==> config.mk <==
export PLATFORM = sky130hd
export DESIGN_NAME = baw2fixed_preprocessor
export DESIGN_NICKNAME = d
export VERILOG_FILES = /design/src/rtl/baw2fixed_preprocessor.sv
export SDC_FILE = /design/constraint.sdc
export NUM_CORES = 1
export LEC_CHECK = 0
export BUFFER_PORTS_ARGS = -buffer_cell sky130_fd_sc_hd__buf_2
export CAP_MARGIN = 20
export CORE_MARGIN = 3
export CORE_UTILIZATION = 35
export CTS_CLUSTER_SIZE = 24
export DETAILED_ROUTE_END_ITERATION = 16
export GPL_TIMING_DRIVEN = 0
export PLACE_DENSITY = 0.58
export SYNTH_ARGS = -nofsm -noshare
export SYNTH_HDL_FRONTEND = slang
export SYNTH_SLANG_ARGS = --single-unit
export TNS_END_PERCENT = 1
==> constraint.sdc <==
create_clock -name clk -period 2.3 [get_ports clk]
set_input_delay 0.345 -clock clk [delete_from_list [all_inputs] [get_ports clk]]
set_output_delay 0.345 -clock clk [all_outputs]
set_load 0.01 [all_outputs]
==> src/rtl/baw2fixed_preprocessor.sv <==
// -----------------------------------------------------------------------------
// baw2fixed_preprocessor
//
// Input-side conversion for the CeNN core. RGB pixels arrive on a valid/ready
// stream, are reduced to 8-bit luminance and mapped onto the signed fixed-point
// CeNN range (black = +1, white = -1). A contrast gain of 2^g (g = 0..4) is
// selected with the UP/DOWN buttons and shown on a 5-LED thermometer. The
// result is saturated symmetrically. A one-cycle frame_done pulse follows the
// output handshake of the last pixel of each frame.
//
// Ports
//   clk, reset_n          system clock, asynchronous active-low reset
//   press_UP, press_DOWN  debounced button levels; rising edges step the gain
//   in_valid / in_ready   input pixel handshake
//   pixel_r/g/b           input colour channels (width_RGB bits each)
//   out_valid / out_ready output sample handshake
//   in_cenn               signed fixed-point sample for the CeNN
//   led                   gain level as a thermometer code
//   frame_done            one-cycle end-of-frame pulse
//
// Pipeline: S1 luminance (+ captured gain), S2 signed scale and shift,
// S3 saturation into in_cenn. A single global stall freezes every stage.
// -----------------------------------------------------------------------------
module baw2fixed_preprocessor #(
    parameter int width_fixed = 15,
    parameter int frac_bits   = 12,  // 8 <= frac_bits, width_fixed >= frac_bits + 3
    parameter int width_RGB   = 8,
    parameter int n_pixels    = 4096
) (
    input  logic                          clk,
    input  logic                          reset_n,
    input  logic                          press_UP,
    input  logic                          press_DOWN,
    input  logic                          in_valid,
    output logic                          in_ready,
    input  logic [width_RGB-1:0]          pixel_r,
    input  logic [width_RGB-1:0]          pixel_g,
    input  logic [width_RGB-1:0]          pixel_b,
    output logic                          out_valid,
    input  logic                          out_ready,
    output logic signed [width_fixed-1:0] in_cenn,
    output logic [4:0]                    led,
    output logic                          frame_done
);

    // ------------------------------------------------------------------
    // Derived widths and constants
    // ------------------------------------------------------------------
    localparam int sum_w      = width_RGB + 8;            // 77R+150G+29B never overflows this
    localparam int d_w        = width_RGB + 2;            // signed 255 - 2*gray
    localparam int base_shift = frac_bits - width_RGB;    // places 255 just below 1.0
    localparam int max_gain   = 4;
    localparam int v_need     = d_w + base_shift + max_gain;
    localparam int v_w        = (v_need > width_fixed + 1) ? v_need : width_fixed + 1;
    localparam int cnt_w      = (n_pixels > 1) ? $clog2(n_pixels) : 1;

    localparam logic signed [v_w-1:0] sat_pos = v_w'((2 ** (width_fixed - 1)) - 1);
    localparam logic signed [v_w-1:0] sat_neg = -sat_pos;
    localparam logic [cnt_w-1:0]      cnt_last = cnt_w'(n_pixels - 1);

    typedef logic [2:0] gain_t;

    // ------------------------------------------------------------------
    // Flow control: one global stall, no bubble compression
    // ------------------------------------------------------------------
    logic stall;
    logic advance;

    assign stall    = out_valid && !out_ready;
    assign advance  = !stall;
    // Held low while reset is asserted so nothing is offered to a frozen pipe.
    assign in_ready = reset_n && !stall;

    // ------------------------------------------------------------------
    // Gain control: button level -> delayed copy -> registered edge -> g
    // ------------------------------------------------------------------
    logic  up_q, up_qq, up_edge;
    logic  down_q, down_qq, down_edge;
    gain_t gain, gain_next;

    // NOTE: sequential state always uses non-blocking assignments so every
    // register samples the pre-edge value of its neighbours; blocking here
    // would make the result depend on statement order.
    always_ff @(posedge clk or negedge reset_n) begin
        if (!reset_n) begin
            up_q      <= 1'b0;
            up_qq     <= 1'b0;
            up_edge   <= 1'b0;
            down_q    <= 1'b0;
            down_qq   <= 1'b0;
            down_edge <= 1'b0;
            gain      <= '0;
        end else begin
            up_q      <= press_UP;
            up_qq     <= up_q;
            up_edge   <= up_q && !up_qq;
            down_q    <= press_DOWN;
            down_qq   <= down_q;
            down_edge <= down_q && !down_qq;
            gain      <= gain_next;
        end
    end

    // NOTE: every combinational output gets a default before any branch;
    // a path that leaves a variable unassigned would infer a latch.
    always_comb begin
        gain_next = gain;
        if (up_edge && !down_edge) begin
            if (gain != gain_t'(max_gain)) gain_next = gain + gain_t'(1);
        end else if (down_edge && !up_edge) begin
            if (gain != '0) gain_next = gain - gain_t'(1);
        end
    end

    always_comb begin
        led = 5'b00001;
        case (gain)
            3'd1:    led = 5'b00011;
            3'd2:    led = 5'b00111;
            3'd3:    led = 5'b01111;
            3'd4:    led = 5'b11111;
            default: led = 5'b00001;
        endcase
    end

    // ------------------------------------------------------------------
    // Datapath combinational pieces
    // ------------------------------------------------------------------
    logic [sum_w-1:0]           luma_sum;
    logic signed [d_w-1:0]      s1_d;
    logic signed [v_w-1:0]      s1_d_ext;
    logic signed [v_w-1:0]      s1_v;
    logic signed [v_w-1:0]      s2_clamped;

    // S1 input: weighted luminance, weights sum to 256 so white stays white.
    always_comb begin
        luma_sum = sum_w'(77)  * sum_w'(pixel_r)
                 + sum_w'(150) * sum_w'(pixel_g)
                 + sum_w'(29)  * sum_w'(pixel_b);
    end

    // S2 input: map gray to +max..-max and apply the captured gain.
    logic [width_RGB-1:0] s1_gray;
    gain_t                s1_gain;

    always_comb begin
        s1_d     = $signed(d_w'((2 ** width_RGB) - 1)) - $signed({1'b0, s1_gray, 1'b0});
        s1_d_ext = s1_d;  // sign-extends into the wide word
        s1_v     = (s1_d_ext <<< base_shift) <<< s1_gain;
    end

    // S3 input: symmetric saturation; the most negative code is never produced.
    logic signed [v_w-1:0] s2_v;

    always_comb begin
        s2_clamped = s2_v;
        if (s2_v > sat_pos)      s2_clamped = sat_pos;
        else if (s2_v < sat_neg) s2_clamped = sat_neg;
    end

    // ------------------------------------------------------------------
    // Pipeline registers; data registers load bubbles too, only the
    // valid bits carry meaning.
    // ------------------------------------------------------------------
    logic s1_valid;
    logic s2_valid;

    always_ff @(posedge clk or negedge reset_n) begin
        if (!reset_n) begin
            s1_valid  <= 1'b0;
            s1_gray   <= '0;
            s1_gain   <= '0;
            s2_valid  <= 1'b0;
            s2_v      <= '0;
            out_valid <= 1'b0;
            in_cenn   <= '0;
        end else if (advance) begin
            // in_ready is high whenever the pipe advances out of reset
            s1_valid  <= in_valid;
            s1_gray   <= width_RGB'(luma_sum >> 8);
            s1_gain   <= gain;
            s2_valid  <= s1_valid;
            s2_v      <= s1_v;
            out_valid <= s2_valid;
            in_cenn   <= width_fixed'(s2_clamped);
        end
    end

    // ------------------------------------------------------------------
    // Frame counter and end-of-frame pulse
    // ------------------------------------------------------------------
    logic [cnt_w-1:0] pix_cnt;

    always_ff @(posedge clk or negedge reset_n) begin
        if (!reset_n) begin
            pix_cnt    <= '0;
            frame_done <= 1'b0;
        end else begin
            frame_done <= 1'b0;
            if (out_valid && out_ready) begin
                if (pix_cnt == cnt_last) begin
                    pix_cnt    <= '0;
                    frame_done <= 1'b1;
                end else begin
                    pix_cnt <= pix_cnt + cnt_w'(1);
                end
            end
        end
    end

endmodule
# Word-level counts from Yosys, hierarchy flattened
# Cells that the tools add are included.
# word_totals
mem_count	0
mem_bits_rw	0
input_bits	30
romBits	0
out_inout_bits	23
word_cells	62
reg_bits	69
latch_bits	0
# op_classes
add_sub_neg	6
n_shift	1
mux	10
n_reduce_logical	17
div_mod_pow	0
eq_ne	7
order_cmp	2
bitwise	0
n_mul	3
# op_table
op	count
multiplier 7 x 8 -> 15 bit (first input constant)	2
two-way mux 15 bit	2
case mux 5 bit (4 select lines)	1
greater-than comparator 18 x 15 -> 1 bit (second input constant)	1
< comparator 18 x 15 -> 1 bit (second input constant)	1
<<< shifter 14 x 3 -> 18 bit	1
adder 15 x 16 -> 16 bit	1
adder 16 x 13 -> 16 bit	1
multiplier 5 x 8 -> 13 bit (first input constant)	1
adder 12 x 1 -> 12 bit (second input constant)	1
== test 12 bit (second input constant)	1
two-way mux 12 bit	1
two-way mux 3 bit	4
subtractor 8 x 9 -> 10 bit (first input constant)	1
logical AND 1 bit	7
== test 3 x 2 -> 1 bit (second input constant)	2
logical NOT 1 bit	6
nonzero test 2 bit	2
adder 3 x 1 -> 3 bit (second input constant)	1
== test 3 x 1 -> 1 bit (second input constant)	1
== test 3 bit (second input constant)	1
inequality test 3 bit (second input constant)	1
AND reduction 3 bit	1
nonzero test 3 bit	1
3 further kinds	4

# Logic depth before layout (Yosys ltp)
# depth
depth_word	4
mapped_depth	24
mapped_depth_nobuf	24

# Worst setup path after synthesis
# Ideal clock, no wire load.
# synth_path
kind	input to register
startpoint	in pixel_g[4]
endpoint	reg s1_gray[7]
arrival_ps	6037
path_stages	21
setup_ps	125
required_ps	2175
path_buffers	0
path_slack_ps	-3862
cell_sequence	ha_1 -> ha_1 -> inv_1 -> fa_1 -> fa_1 -> inv_1 -> ha_1 -> xnor2_1 -> fa_1 -> inv_1 -> fa_1 -> fa_1 -> fa_1 -> inv_1 -> ha_1 -> nor2_1 -> a211o_1 -> a21o_1 -> a31oi_1 -> xor3_1 -> mux2_4
# synth_via
elab_chain_cells	3
# synth_rtl
item	line_no	text
from (decl)	37	input logic [width_RGB-1:0] pixel_g,
multiplier 7 x 8 -> 15 bit	138	+ sum_w'(150) * sum_w'(pixel_g)
adder 15 x 16 -> 16 bit	138	
adder 16 x 13 -> 16 bit	139	+ sum_w'(29) * sum_w'(pixel_b);
to (signal assigned)	180	s1_gray <= width_RGB'(luma_sum >> 8);
to (decl)	143	logic [width_RGB-1:0] s1_gray;
# Every way passes these cells.
# A chain may end at the register's enable or synchronous reset.

# Worst setup path after layout
# layout_path
startpoint	in pixel_g[3]
endpoint	reg s1_gray[7]
# The elaborated chain is that of the path after synthesis.

==> impl_results.md <==
* Outcome: finished, violations left
* Violated checks: setup timing
* Initial DRC count at 191
* Number of fill cells in the layout at 1644
* Final hold vios at 0
* Design area at 0.00715 mm²
* Fraction of layout instances using a drive strength above 1 at 14.6%
* WP data required at 2.52 ns
* Period utilization at 250%
* Worst hold path class: in -> async
* H-tree lvl count at 3
* Synthesis-to-finish area growth at 18.2%
* Maximum buffer depth of the clock tree at 2
* Setup slack of the most critical reg-to-reg path at 0.37 ns
* Total wire length at 12300 µm
* Ant. Diodes at 0
* Initial antenna violation count at 0
* Arrival time of data at the critical path endpoint at 5.96 ns
* Share of flip-flops with an asynchronous set or reset after synthesis at 100%
* Vias in the first global route at 4495
* First-pass GRT wire length at 20800 µm
* Yosys reg bits at 63
* Row count at 47
* Residual overflow from global routing at 0
* Placed cell area at 0.00672 mm²
* Critical path class: in -> reg
* Unrepaired setup endpoints after global routing: yes
* Clock tree from TritonCTS: built
* Type of element capturing the critical path: register
* CP Max Fanout at 4
* Number of enable flip-flop cells after synthesis at 0
* Number of top-level design ports at 53
* Post-detailed-route wirelength per cell at 13.3 µm
* Unique cell type count in the Yosys netlist at 52
* Final setup slack of the worst path at -3.44 ns
* Total nets after synthesis at 810
* Count of input and output buffers at 51
* Setup violators final at 8
* Hpwl dp at 10100 µm
* Footprint of the multi-input gates at 0.00421 mm²
* Placer congestion estimate at 0.824
* Synthesized instance count at 632
* Cell accounting for the most synthesized area: dfrtp_1
* Die X-Extent at 137 µm
* Number of clock sinks at 63
* Clock latency of the later-clocked register in the worst-skew pair at 0.34 ns
* Storage element area at 0.00158 mm²
* Post-Route Utilization at 42.7%
* Die Y-Extent at 137 µm
* Maximum number of pins on one net before global-route repair at 34
* Die Area at 0.0189 mm²
* Primary FF master, synth: dfrtp_1
* Net count of the finished layout at 873
* Clock root buffer: clkbuf_16
* Remaining number of nets flagged by the antenna check after routing at 0
* DRC violations left at 0
* Core Area at 0.0168 mm²
* Number of iterations in the first detailed-routing pass at 4
* Post-CTS clock slew at the launch and capture registers of the worst setup and hold paths at 0.05 ns
* Top cell type's share of synthesized area at 26.1%
* FMAX at 174 MHz
* Post-route minimum period at 5.74 ns
* Rel. slew slack at 51.9%
* Overall Global Routing Usage at 13.6%
* Area contributors post-synth: dfrtp_1 26%, ha_1 19%, fa_1 18%
* Number of pins exceeding their max-slew limit in the final report at 0
* Average via count per standard cell at 4.90
* Clock buffer count from CTS at 9
* Number of warnings issued by yosys at 0
* Initial Utilization at 36.1%
* Number of vias after detailed routing at 4508
* Mapped Area at 0.00605 mm²
* Number of maximum-capacitance constraint violations at 0
* Syn avg cell area at 9.57 µm²
* Clock tree skew after final layout at 0.00544 ns
* Hold-fix buffers, CTS at 0
* Part of the Yosys area used for sequential elements at 26.1%
* Worst Max-Slew Pin Slew at 0.721 ns
* Critical path startpoint category: input port
==> cell type report <==
cell class / count / share of cell area [%]
Clock inverter: 7 / 1.68
Inverter: 101 / 5.30
Sequential cell: 63 / 22.0
Tap cell: 220 / 3.85
Timing Repair Buffer: 52 / 3.95
Multi-Input combinational cell: 450 / 58.9
Clock buffer: 9 / 3.15
Buffer: 18 / 1.10
==> per-stage QoR <==
step | worst slack [ns] | std cells | hold WS (ns) | setup TNS, ns
6_report | -3.44 | 920 | 0.0644 | -24.90
5_1_grt | -3.74 | 920 | 0.103 | -27.06
4_1_cts | -3.52 | 920 | 0.0833 | -25.15
3_5_place_dp | -3.92 | 904 | 0.361 | -29.16
3_3_place_gp | -3.90 | 903 | 0.353 | -28.79
2_1_floorplan | -3.38 | 632 | 0.0494 | -25.03
==> worst max-delay path, cell delays in order <==
cell	delay [ns]
buf_4	0.14
ha_4	0.23
ha_1	0.27
ha_1	0.27
inv_1	0.04
fa_1	0.48
inv_2	0.04
ha_4	0.29
o21ai_2	0.07
o21bai_1	0.14
a21oi_1	0.09
xnor2_1	0.13
ha_1	0.29
inv_1	0.06
fa_1	0.46
fa_1	0.49
fa_1	0.53
inv_2	0.05
ha_4	0.26
nand2_1	0.06
a211o_1	0.27
a21o_1	0.22
a31oi_2	0.17
xor3_1	0.26
mux2_4	0.26
==> cells in the mapped netlist, types with 2 or more instances <==
master      n
xnor2_1    14
o21ai_0    24
a21o_1      9
dfrtp_1    63
o21ai_1     9
nand4_1     3
xor2_1      7
nand2b_1    4
a21boi_1    3
mux2i_1    11
o31ai_1     3
and3_1      3
inv_1     101
fa_1       55
buf_4       3
nand3_1    11
a22o_1      3
nand2_1    48
o21bai_1    3
a21oi_1    39
nor3_1      8
buf_1       4
nor2_1     50
and2_1      4
o21a_1      2
or3_1       2
nor4_1      4
a211oi_1    3
clkbuf_1   11
a31oi_1     3
nor2b_1     8
or4_1       2
mux2_2      3
a31o_1      2
ha_1       93
==> flip-flops by register name, summed over array words and instances (netlist names) <==
register    flops
s2_valid        1
out_valid       1
s2_v           14
gain            3
up_q            1
pix_cnt        12
frame_done      1
up_edge         1
down_q          1
s1_gain         3
up_qq           1
s1_gray         8
s1_valid        1
down_qq         1
down_edge       1
in_cenn        13
==> cell usage in the layout, fill, tap and decap left out, types with 3 or more instances in the layout <==
cell type and count:
a21boi_1 3, a21o_1 9, a21oi_1 37, a22o_1 3
and2_1 4, and3_1 3, buf_1 4, buf_2 48
buf_4 6, bufinv_16 3, clkbuf_1 11, clkbuf_16 9
dfrtp_1 63, fa_1 54, ha_1 83, ha_4 10
inv_1 96, inv_2 5, mux2_2 3, mux2i_1 11
nand2_1 48, nand2b_1 4, nand3_1 11, nand4_1 3
nor2_1 49, nor2b_1 8, nor3_1 8, nor4_1 4
o21ai_0 24, o21ai_1 8, o21bai_1 3, o31ai_1 3
xnor2_1 13, xor2_1 7
==> repair_timing <==
item                                    in CTS  in global routing
pin swaps                                    1                  0
buffers inserted                             0                  0
gates resized for setup                      9                  4
endpoints found under the setup margin       8                  9
==> cells by family after synthesis <==
group / after synthesis / synth area share, %
AO/OA/AOI/OAI: 114 / 11.6
buffers and inverters: 119 / 7.57
multiplexers: 15 / 2.63
flip-flops: 63 / 26.1
AND/OR/NAND/NOR: 150 / 11.2
adder cells (fa/ha/maj): 148 / 37.4
other: 1 / 0.0620
XOR/XNOR: 22 / 3.43
==> path summary, 6_finish.rpt <==
check	from	to	depth (start not counted)
hold / removal	reset_n	frame_done$_DFF_PN0_	1
hold reg to reg	down_q$_DFF_PN0_	down_qq$_DFF_PN0_	0
max in group asynchronous	reset_n	s1_gain[0]$_DFFE_PN0N_	2
setup reg to reg	gain[0]$_DFFE_PN0P_	gain[2]$_DFFE_PN0P_	7
setup / recovery	pixel_g[3]	s1_gray[7]$_DFFE_PN0N_	25
min in group clk	press_UP	up_q$_DFF_PN0_	1
==> routing by layer <==
layer	track usage, %	routed length, µm	up-vias
li1	-	-	2225
met1	18.8	5850	2214
met2	21.8	5940	59
met3	2.85	378	10
met4	3.27	110	0
met5	0	0	-
Power is not shown: default switching activity piles up to over one toggle a cycle in this logic, so the estimate is an artifact.
